--- src/rtl/cn_u.sv ---
// ----------------------------------------------------------------------------
// Module   : cn_u
// Brief    : Check-node update/compress unit: min0, min1, idx of min0 and sign total per row.
// Revision : 1.0 - initial release
// ----------------------------------------------------------------------------
`default_nettype none

module cn_u #(
  parameter int MSG_WIDTH   = 6,
  parameter int COL_CNT_WID = 7,
  parameter int ABS_WID     = MSG_WIDTH - 1
) (
  input  logic                   i_clk,
  input  logic                   i_rst_n,
  input  logic [MSG_WIDTH-1:0]   i_v2c,
  input  logic                   i_v2c_vld,
  input  logic                   i_first,
  input  logic                   i_last,
  output logic [ABS_WID-1:0]     o_v2c_abs_0,
  output logic [ABS_WID-1:0]     o_v2c_abs_1,
  output logic [COL_CNT_WID-1:0] o_idx_0,
  output logic                   o_v2c_sign_tot,
  output logic                   o_row_vld,
  output logic                   o_v2c_sign,
  output logic [COL_CNT_WID-1:0] o_sign_col,
  output logic                   o_sign_vld,
  output logic                   o_ovf
);

  typedef enum logic [0:0] {IDLE = 1'b0, ACC = 1'b1} state_t;

  state_t                 state_q, state_d;
  logic [ABS_WID-1:0]     min0_q, min0_d, min1_q, min1_d;
  logic [COL_CNT_WID-1:0] idx_q, idx_d, col_q, col_d;
  logic                   stot_q, stot_d, ovf_q, ovf_d;
  logic [ABS_WID-1:0]     res_abs0_q, res_abs0_d, res_abs1_q, res_abs1_d;
  logic [COL_CNT_WID-1:0] res_idx_q, res_idx_d, sign_col_q, sign_col_d;
  logic                   res_tot_q, res_tot_d, row_vld_q, row_vld_d;
  logic                   sign_q, sign_d, sign_vld_q, sign_vld_d;

  logic                   w_sign;
  logic [MSG_WIDTH-1:0]   w_neg;
  logic [ABS_WID-1:0]     w_abs;
  logic                   w_seed, w_upd;
  logic [COL_CNT_WID-1:0] w_beat_col;

  assign w_sign = i_v2c[MSG_WIDTH-1];
  assign w_neg  = -i_v2c;
  assign w_seed = i_v2c_vld && i_first;
  assign w_upd  = i_v2c_vld && !i_first && (state_q == ACC);
  assign w_beat_col = w_seed ? '0 : col_q;

  // Negating the most negative code wraps back to a negative value; saturate it.
  always_comb begin
    w_abs = i_v2c[ABS_WID-1:0];
    if (w_sign) begin
      if (w_neg[MSG_WIDTH-1]) w_abs = '1;
      else                    w_abs = w_neg[ABS_WID-1:0];
    end
  end

  always_comb begin
    state_d    = state_q;
    min0_d     = min0_q;
    min1_d     = min1_q;
    idx_d      = idx_q;
    col_d      = col_q;
    stot_d     = stot_q;
    ovf_d      = ovf_q;
    res_abs0_d = res_abs0_q;
    res_abs1_d = res_abs1_q;
    res_idx_d  = res_idx_q;
    res_tot_d  = res_tot_q;
    row_vld_d  = 1'b0;
    sign_d     = sign_q;
    sign_col_d = sign_col_q;
    sign_vld_d = 1'b0;

    if (w_seed) begin
      state_d = ACC;
      min0_d  = w_abs;
      min1_d  = '1;
      idx_d   = '0;
      stot_d  = w_sign;
      col_d   = COL_CNT_WID'(1);
      ovf_d   = 1'b0;
    end else if (w_upd) begin
      if (w_abs < min0_q) begin
        min1_d = min0_q;
        min0_d = w_abs;
        idx_d  = col_q;
      end else if (w_abs < min1_q) begin
        min1_d = w_abs;
      end
      stot_d = stot_q ^ w_sign;
      // Counter saturates at its top code; overflow only matters if the row stays open.
      if (col_q == '1) begin
        if (!i_last) ovf_d = 1'b1;
      end else begin
        col_d = col_q + COL_CNT_WID'(1);
      end
    end

    if (w_seed || w_upd) begin
      sign_vld_d = 1'b1;
      sign_d     = w_sign;
      sign_col_d = w_beat_col;
      if (i_last) begin
        state_d    = IDLE;
        res_abs0_d = min0_d;
        res_abs1_d = min1_d;
        res_idx_d  = idx_d;
        res_tot_d  = stot_d;
        row_vld_d  = 1'b1;
      end
    end
  end

  always_ff @(posedge i_clk or negedge i_rst_n) begin
    if (!i_rst_n) begin
      state_q    <= IDLE;
      min0_q     <= '0;
      min1_q     <= '0;
      idx_q      <= '0;
      col_q      <= '0;
      stot_q     <= 1'b0;
      ovf_q      <= 1'b0;
      res_abs0_q <= '1;
      res_abs1_q <= '1;
      res_idx_q  <= '0;
      res_tot_q  <= 1'b0;
      row_vld_q  <= 1'b0;
      sign_q     <= 1'b0;
      sign_col_q <= '0;
      sign_vld_q <= 1'b0;
    end else begin
      state_q    <= state_d;
      min0_q     <= min0_d;
      min1_q     <= min1_d;
      idx_q      <= idx_d;
      col_q      <= col_d;
      stot_q     <= stot_d;
      ovf_q      <= ovf_d;
      res_abs0_q <= res_abs0_d;
      res_abs1_q <= res_abs1_d;
      res_idx_q  <= res_idx_d;
      res_tot_q  <= res_tot_d;
      row_vld_q  <= row_vld_d;
      sign_q     <= sign_d;
      sign_col_q <= sign_col_d;
      sign_vld_q <= sign_vld_d;
    end
  end

  assign o_v2c_abs_0    = res_abs0_q;
  assign o_v2c_abs_1    = res_abs1_q;
  assign o_idx_0        = res_idx_q;
  assign o_v2c_sign_tot = res_tot_q;
  assign o_row_vld      = row_vld_q;
  assign o_v2c_sign     = sign_q;
  assign o_sign_col     = sign_col_q;
  assign o_sign_vld     = sign_vld_q;
  assign o_ovf          = ovf_q;

endmodule

`default_nettype wire
--- config.mk ---
export PLATFORM = sky130hd
export DESIGN_NAME = cn_u
export DESIGN_NICKNAME = d
export VERILOG_FILES = /design/src/rtl/cn_u.sv
export SDC_FILE = /design/constraint.sdc
export NUM_CORES = 1
export LEC_CHECK = 0
export BUFFER_PORTS_ARGS = -buffer_cell sky130_fd_sc_hd__buf_2
export CORE_ASPECT_RATIO = 0.6
export CORE_MARGIN = 5
export CORE_UTILIZATION = 30
export DETAILED_ROUTE_END_ITERATION = 12
export GPL_TIMING_DRIVEN = 0
export PLACE_DENSITY = 0.47
export SLEW_MARGIN = 15
export SYNTH_ARGS = -nofsm -noshare
export SYNTH_HDL_FRONTEND = slang
export SYNTH_SLANG_ARGS = --single-unit
--- constraint.sdc ---
create_clock -name i_clk -period 2.1 [get_ports i_clk]
set_input_delay 0.105 -clock i_clk [delete_from_list [all_inputs] [get_ports i_clk]]
set_output_delay 0.105 -clock i_clk [all_outputs]
set_load 0.005 [all_outputs]
# Yosys cells after proc, flatten, opt, wreduce, memory -nomap -nowiden

Index checks and enable logic that the tools add are counted.

Flip-flop bits (word level): 55
Input bits: 11
Output and inout port bits: 29
Logic and storage cells: 61

Bitwise gates (word level): 1
Add/sub/neg operators: 2
Magnitude comparators: 2
Eq/ne operators: 3
Reduce and logical (&&, ||, !) cells: 10
Mux-type cells: 28

Operators with widths:

| operator                                              | count |
|---|---|
| 2-to-1 mux 7 bit                                      | 7 |
| 2-to-1 mux 5 bit                                      | 9 |
| 2-to-1 mux 1 bit                                      | 12 |
| less-than comparator 5 bit                            | 2 |
| adder 7 x 1 -> 7 bit, second input constant           | 1 |
| == test 7 bit, second input constant                  | 1 |
| negator 6 bit                                         | 1 |
| AND reduction 2 bit                                   | 2 |
| nonzero test 2 bit                                    | 2 |
| logical AND 1 bit                                     | 3 |
| AND reduction 3 bit                                   | 1 |
| inequality test 2 x 1 -> 1 bit, second input constant | 1 |
| inequality test 2 bit, second input constant          | 1 |
| logical NOT 1 bit                                     | 1 |
| logical OR 1 bit                                      | 1 |
| XOR 1 bit                                             | 1 |

# Logic depth before layout (Yosys ltp)

Gate-level depths: netlist (run 1).

Depth after elaboration: 8
Gate-level depth with buffers: 12
Gate-level depth less buffers: 11

# Worst setup path after synthesis (run 1)

OpenSTA, ideal clock, no wires.

Path kind: in2reg
Start: in i_v2c[0]
End: reg res_abs1_q[0], in the netlist o_v2c_abs_1[0]
Slack: -0.194 ns
Required time: 2.023 ns
Cell stages on the path: 11
Data arrival time: 2.217 ns
Buffers on the path: 0
Library setup time: 0.077 ns
Cell sequence: inv_1 -> ha_1 -> inv_1 -> o41ai_1 -> o21ai_0 -> ha_1 -> nand4_1 -> or2_2 -> o22a_1 -> a211o_1 -> a31oi_1

Word-level cells in the longest chain between the ends: 8
Elaborated cells between the ends (all ways): 9
Those cells by class: add/sub (1); order compare (2); mux (6)

RTL lines:

| item                       | RTL line | RTL |
|---|---|---|
| start, declared            | 15       | `input logic [MSG_WIDTH-1:0] i_v2c,` |
| negator 6 bit              | 48       | `assign w_neg = -i_v2c;` |
| 2-to-1 mux 5 bit           | 57       | `if (w_neg[MSG_WIDTH-1]) w_abs = '1;` |
| 2-to-1 mux 5 bit *         | 56       | `if (w_sign) begin` |
| less-than comparator 5 bit | 92       | `end else if (w_abs < min1_q) begin` |
| 2-to-1 mux 5 bit           | 92       |  |
| 2-to-1 mux 5 bit *         | 88       | `if (w_abs < min0_q) begin` |
| 2-to-1 mux 5 bit *         | 87       | `end else if (w_upd) begin` |
| 2-to-1 mux 5 bit *         | 79       | `if (w_seed) begin` |
| end signal, assigned       | 145      | `res_abs1_q <= res_abs1_d;` |
| end, declared              | 36       | `logic [ABS_WID-1:0] res_abs0_q, res_abs0_d, res_abs1_q, res_abs1_d;` |

Mark *: on every way between the ends. The rest lies on a longest branch, timed or not.
A chain may end at the register's enable or synchronous reset.

# Worst setup path in the final report (run 1)

Start: in i_v2c[1]
End: reg res_abs1_q[0], in the netlist o_v2c_abs_1[0]

The elaborated chain is that of the path after synthesis.

==> results.sh, run 1 <==
export IMPL_hold_end="o_ovf"
export IMPL_dp_slack_ns=-0.649
export IMPL_finalPower_mw=3.37
export IMPL_hold_worst_slack_ns=0.0909
export IMPL_r2r_end="o_v2c_abs_1[0]"
export IMPL_clk_latency_ns=0.30
export IMPL_die_w_um=133
export IMPL_cts_buffer_depth=2
export IMPL_fin_crit_sh_pct=99.5
export IMPL_yosys_register_bits=55
export IMPL_cp_common_cell="ha_4"
export IMPL_core_rowCount=26
export IMPL_hold_viol_final=0
export IMPL_r2r_start="min0_q[1]"
export IMPL_ios=40
export IMPL_grt_total_usage_pct=14.7
export IMPL_cts_tree="done"
export IMPL_fin_cells=449
export IMPL_ir_drop_mv=0.379
export IMPL_fin_skew_ns=0.00653
export IMPL_worstPathArrival_ns=2.31
export IMPL_numPortBuffers=38
export IMPL_cts_root_buf="clkbuf_16"
export IMPL_syn_nets=292
export IMPL_setup_violations_final=0
export IMPL_drc_errors=0
export IMPL_dieHeight_um=83.8
export IMPL_crit_chain="buf_12 -> inv_12 -> ha_4 -> inv_2 -> o41ai_4 -> o21ai_2 -> ha_4 -> nand4_1 -> or2_4 -> o22a_4 -> a211o_1 -> a31oi_1"
export IMPL_dp_cells=421
export IMPL_synthArstFlopShare_pct=100
export IMPL_synth_top_area_cell="dfrtp_1"
export IMPL_finalWorstSetupSlack_ns=0.0105
export IMPL_cp_max_fo=5
export IMPL_seq_area_frac_synth_pct=51.0
export IMPL_slew_headroom_pct=51.3
export IMPL_synth_edf_count=0
export IMPL_start_util_pct=31.4
export IMPL_final_core_util_pct=41.9
export IMPL_start_kind="input pin"
export IMPL_clock_sinks=55
export IMPL_grt_overflow=0
export IMPL_grt_pass1_vias=2245
export IMPL_yosysWarnings=0
export IMPL_critPathBufInv=3
export IMPL_finalCriticalPeriod_ns=2.09
export IMPL_r2r_slack_ns=0.03
export IMPL_powerDensity_nw_per_um2=925
export IMPL_vias=2333
export IMPL_rsz0062_at_grt="true"
export IMPL_setup_worst_path_start="i_v2c[1]"
export IMPL_drtIter0Drc=157
export IMPL_ant_nets=0
export IMPL_worstPathRequired_ns=2.32
export IMPL_drive_above_1_share_pct=33.8
export IMPL_ys_types=41
export IMPL_grt_pass1_wl_mm=12.9
export IMPL_routed_wl_mm=8.51
export IMPL_placed_cell_area_um2=3110
export IMPL_holdPathStages=2
export IMPL_leakage_nw=1.66
export IMPL_syn_area_um2=2720
export IMPL_synth_top_area_share_pct=41.3
export IMPL_hp_class="input pin to flip-flop"
export IMPL_cts_max_level=2
export IMPL_drt_first_pass_iters=4
export IMPL_worstHoldStart="i_last"
export IMPL_die_area_um2=11100
export IMPL_area_delta_synth_final_pct=33.8
export IMPL_synthFlopType="dfrtp_1"
export IMPL_gp_congestion=0.799
export IMPL_cpPeakStageDelay_ns=0.33
export IMPL_max_freq_ghz=0.479
export IMPL_avgViaCountPerCell=5.20
export IMPL_fin_area_um2=3640
export IMPL_final_nets=357
export IMPL_cap_viol_max_count=0
export IMPL_dp_hpwl_mm=5.64
export IMPL_fin_setup_tns_ns=0
export IMPL_status="finished, final reports clean"
export IMPL_slowest_stage="or2_4"
export IMPL_synthCells=271
export IMPL_end_kind="flip-flop"
export IMPL_numCtsBuffers=5
export IMPL_yosys_top_cells_area="dfrtp_1 (41%), dfstp_2 (9.6%), ha_1 (4.6%)"
export IMPL_cts_clk_slew_worst_paths_ns=0.07
export IMPL_avgSynthCellArea_um2=10.1
export IMPL_worstRegToRegCells=7
export IMPL_grt_max_degree=56
export IMPL_diodes=0
export IMPL_antenna_found_initial=0
export IMPL_critPathTopFamily="compound AO/OA/AOI/OAI gates"
export IMPL_critPathKind="input pin to flip-flop"
export IMPL_slew_viol_final=0
export IMPL_routedWlPerCell_um=18.9
export IMPL_tightest_slew_ns=0.730
export IMPL_core_um2=8690
==> state kept, by name (all words and copies together) (netlist names) <==
register        cells
col_q               7
idx_q               7
min0_q              5
min1_q              5
o_idx_0             7
o_ovf               1
o_row_vld           1
o_sign_col          7
o_sign_vld          1
o_v2c_abs_0         5
o_v2c_abs_1         5
o_v2c_sign          1
o_v2c_sign_tot      1
state_q             1
stot_q              1
==> routing by layer <==
metal	vias up	GRT usage, %	share of wire, %
li1	1118	-	-
met1	1149	24.4	55
met2	61	18.5	38
met3	5	3.92	6.2
met4	0	2.55	0.58
met5	-	0	0
==> repair_timing <==
action                                 4_1_cts  5_1_grt
resized for setup                           17       34
pin swaps                                    5       17
setup endpoints to repair                   34       38
endpoints found under the hold margin       45        0
buffers inserted                             9        7
gates cloned                                 1        2
hold buffers                                 1        0
==> power by group <==
part / switching, mW / internal (mW) / total (mW) / leakage [nW]
registers: 0.156 / 1.27 / 1.42 / 0.685
logic: 0.510 / 0.442 / 0.952 / 0.888
clock network: 0.399 / 0.595 / 0.994 / 0.0868
total: 1.07 / 2.30 / 3.37 / 1.66
==> area by class of cell <==
cell class | count | area (µm²)
fill | 839 | 5040
multi-input combinational | 190 | 1400
sequential | 55 | 1390
timing repair buffer | 57 | 383
tap | 112 | 140
clock buffer | 6 | 139
buffer | 12 | 83.8
inverter | 15 | 73.8
clock inverter | 2 | 35.0
==> cells in the mapped netlist, drive strengths merged, types with 2 or more instances <==
master  instances
o41ai           2
nand4           2
mux2i           8
nor2           26
and2            2
o21ai          26
xor2            4
a211oi          2
inv            15
clkbuf          5
dfrtp          45
and3            3
nor3            2
nand3           7
nand2          27
a211o           2
a221oi          4
ha             10
a22o            9
a31oi          11
buf             7
o31ai           8
o21a            2
a21oi          17
dfstp          10
o22a            5
==> cell usage in the layout (no fill, tap or decap), types with 3 or more instances in the layout <==
cell type / n
ha_4: 3
ha_1: 7
clkbuf_1: 4
a22o_1: 9
nor2_1: 26
o22a_1: 4
nand3_1: 7
a221oi_1: 4
buf_6: 5
o21ai_1: 10
buf_2: 38
a21oi_1: 15
inv_1: 11
clkbuf_16: 5
o31ai_1: 7
and3_1: 3
a31oi_1: 10
xor2_1: 4
dfstp_2: 10
o21ai_0: 13
nand2_1: 26
mux2i_1: 3
mux2i_2: 3
buf_4: 15
dfrtp_1: 45
==> how the worst max path moves through the flow <==
stage | end | cells after the start
2_1_floorplan | o_idx_0[0] | 12
3_3_place_gp | o_idx_0[2] | 11
3_5_place_dp | o_idx_0[2] | 11
4_1_cts | o_v2c_abs_1[0] | 10
5_1_grt | min1_q[4] | 10
6_report | o_v2c_abs_1[0] | 12
==> cell families (layout without fill, tap and decap cells) <==
group | count (synthesis) | after routing | share of synthesized area (%)
multiplexers | 8 | 8 | 2.94
adder cells (fa/ha/maj) | 10 | 10 | 4.59
AND/OR/NAND/NOR | 74 | 74 | 12.4
AO/OA/AOI/OAI | 93 | 94 | 23.3
flip-flops | 55 | 55 | 51.0
XOR/XNOR | 4 | 4 | 1.29
buffers and inverters | 27 | 92 | 4.50
Note: power is estimated with default switching activity, not from simulation.
==> run 2: changes to the inputs <==
--- a/config.mk
+++ b/config.mk
@@ -6,8 +6,8 @@
 export NUM_CORES = 1
 export LEC_CHECK = 0
 export BUFFER_PORTS_ARGS = -buffer_cell sky130_fd_sc_hd__buf_2
+export CAP_MARGIN = 20
 export CORE_ASPECT_RATIO = 0.6
-export CORE_MARGIN = 5
 export CORE_UTILIZATION = 30
 export DETAILED_ROUTE_END_ITERATION = 12
 export GPL_TIMING_DRIVEN = 0
==> results.sh, run 2 (same netlist as run 1, synthesis figures left out) <==
export IMPL_grt_pass1_vias=2230
export IMPL_hold_worst_slack_ns=0.0835
export IMPL_grt_overflow=0
export IMPL_critPathKind="input pin to flip-flop"
export IMPL_finalPower_mw=3.23
export IMPL_avgViaCountPerCell=5.22
export IMPL_cp_max_fo=5
export IMPL_end_kind="flip-flop"
export IMPL_drtIter0Drc=127
export IMPL_final_nets=350
export IMPL_routedWlPerCell_um=17.4
export IMPL_cts_buffer_depth=2
export IMPL_worstPathArrival_ns=2.27
export IMPL_finalCriticalPeriod_ns=2.09
export IMPL_powerDensity_nw_per_um2=898
export IMPL_routed_wl_mm=7.71
export IMPL_antenna_found_initial=0
export IMPL_final_core_util_pct=41.6
export IMPL_cts_tree="done"
export IMPL_numPortBuffers=38
export IMPL_status="finished with violations"
export IMPL_slew_viol_final=0
export IMPL_drive_above_1_share_pct=33.9
export IMPL_r2r_slack_ns=0.06
export IMPL_grt_total_usage_pct=17.7
export IMPL_placed_cell_area_um2=3110
export IMPL_numCtsBuffers=5
export IMPL_final_seq_area_um2=1390
export IMPL_dp_cells=421
export IMPL_core_um2=8650
export IMPL_violations="DRC"
export IMPL_slew_headroom_pct=51.5
export IMPL_fin_setup_tns_ns=0
export IMPL_ant_nets=0
export IMPL_setup_violations_final=0
export IMPL_worstPathRequired_ns=2.28
export IMPL_dieHeight_um=75.8
export IMPL_tightest_slew_ns=0.727
export IMPL_gp_congestion=0.785
export IMPL_hold_viol_final=0
export IMPL_dp_slack_ns=-0.681
export IMPL_vias=2306
export IMPL_start_util_pct=31.5
export IMPL_fin_cells=442
export IMPL_fin_area_um2=3600
export IMPL_fin_skew_ns=0.00766
export IMPL_die_area_um2=9480
export IMPL_mostFrequentLayoutCells="dfrtp_1 (45), buf_2 (38), nand2_1 (27), nor2_1 (26), a21oi_1 (13)"
export IMPL_area_delta_synth_final_pct=32.2
export IMPL_grt_pass1_wl_mm=12.4
export IMPL_fin_crit_sh_pct=99.4
export IMPL_clock_sinks=55
export IMPL_start_kind="input pin"
export IMPL_drc_errors=4
export IMPL_cts_max_level=2
export IMPL_nFillCells=868
export IMPL_max_freq_ghz=0.479
export IMPL_leakage_nw=1.62
export IMPL_cts_root_buf="clkbuf_16"
export IMPL_diodes=0
export IMPL_core_rowCount=26
export IMPL_dp_hpwl_mm=5.39
export IMPL_grt_max_degree=56
export IMPL_rsz0062_at_grt="true"
export IMPL_finalWorstSetupSlack_ns=0.0116
export IMPL_multi_input_area_um2=1420
export IMPL_ir_drop_mv=0.371
export IMPL_die_w_um=125
export IMPL_cts_clk_slew_worst_paths_ns=0.07
export IMPL_ios=40
export IMPL_cap_viol_max_count=0
export IMPL_clk_latency_ns=0.29
export IMPL_hp_class="input pin to flip-flop"
export IMPL_final_common_cell="dfrtp_1"
export IMPL_drt_first_pass_iters=8
-- run 2: power breakdown --
group	internal (mW)	leakage (nW)	switching (mW)	total, mW
sequential	1.27	0.685	0.162	1.43
clock	0.509	0.0772	0.384	0.893
combinational	0.423	0.863	0.486	0.909
total	2.20	1.62	1.03	3.23
-- run 2: metal layers --
metal	vias up	GRT usage, %	share of wire [%]
li1	1113	-	-
met5	-	0	0
met2	74	23.8	38
met4	0	4.88	0.71
met1	1113	27.2	55
met3	6	4.78	6.7
-- run 2: final timing paths --
kind / from / end / depth (start not counted)
min reg2reg: o_v2c_sign_tot / o_v2c_sign_tot / 2
max in group asynchronous: i_rst_n / min0_q[1] / 2
max: i_v2c[1] / min1_q[3] / 13
max reg2reg: min0_q[3] / min1_q[3] / 8
min in group asynchronous: i_rst_n / min1_q[3] / 2
min: i_last / o_ovf / 2
-- run 2: timing repair --
action,4_1_cts,5_1_grt
gates cloned,1,0
pin swaps,12,16
buffers inserted,5,6
hold buffers,1,0
gates resized for setup,23,30
setup endpoints to repair,34,32
hold endpoints to repair,45,0
-- run 2: worst max-delay path, cell delays in order --
cell,delay (ns)
buf_12,0.12
inv_12,0.05
ha_4,0.15
inv_4,0.04
o41ai_4,0.24
o21ai_2,0.16
ha_4,0.30
nand4_1,0.18
o211a_4,0.34
buf_8,0.15
buf_6,0.12
a221oi_2,0.21
o21ai_1,0.10
-- run 2: layout make-up --
type                    instances  area share [%]
inverters                      15            2.12
clock buffers                   8            4.34
multi-input cells             189            39.5
repair buffers                 51            9.38
well taps                     112            3.89
plain buffers                  12            2.22
flip-flops and latches         55            38.6
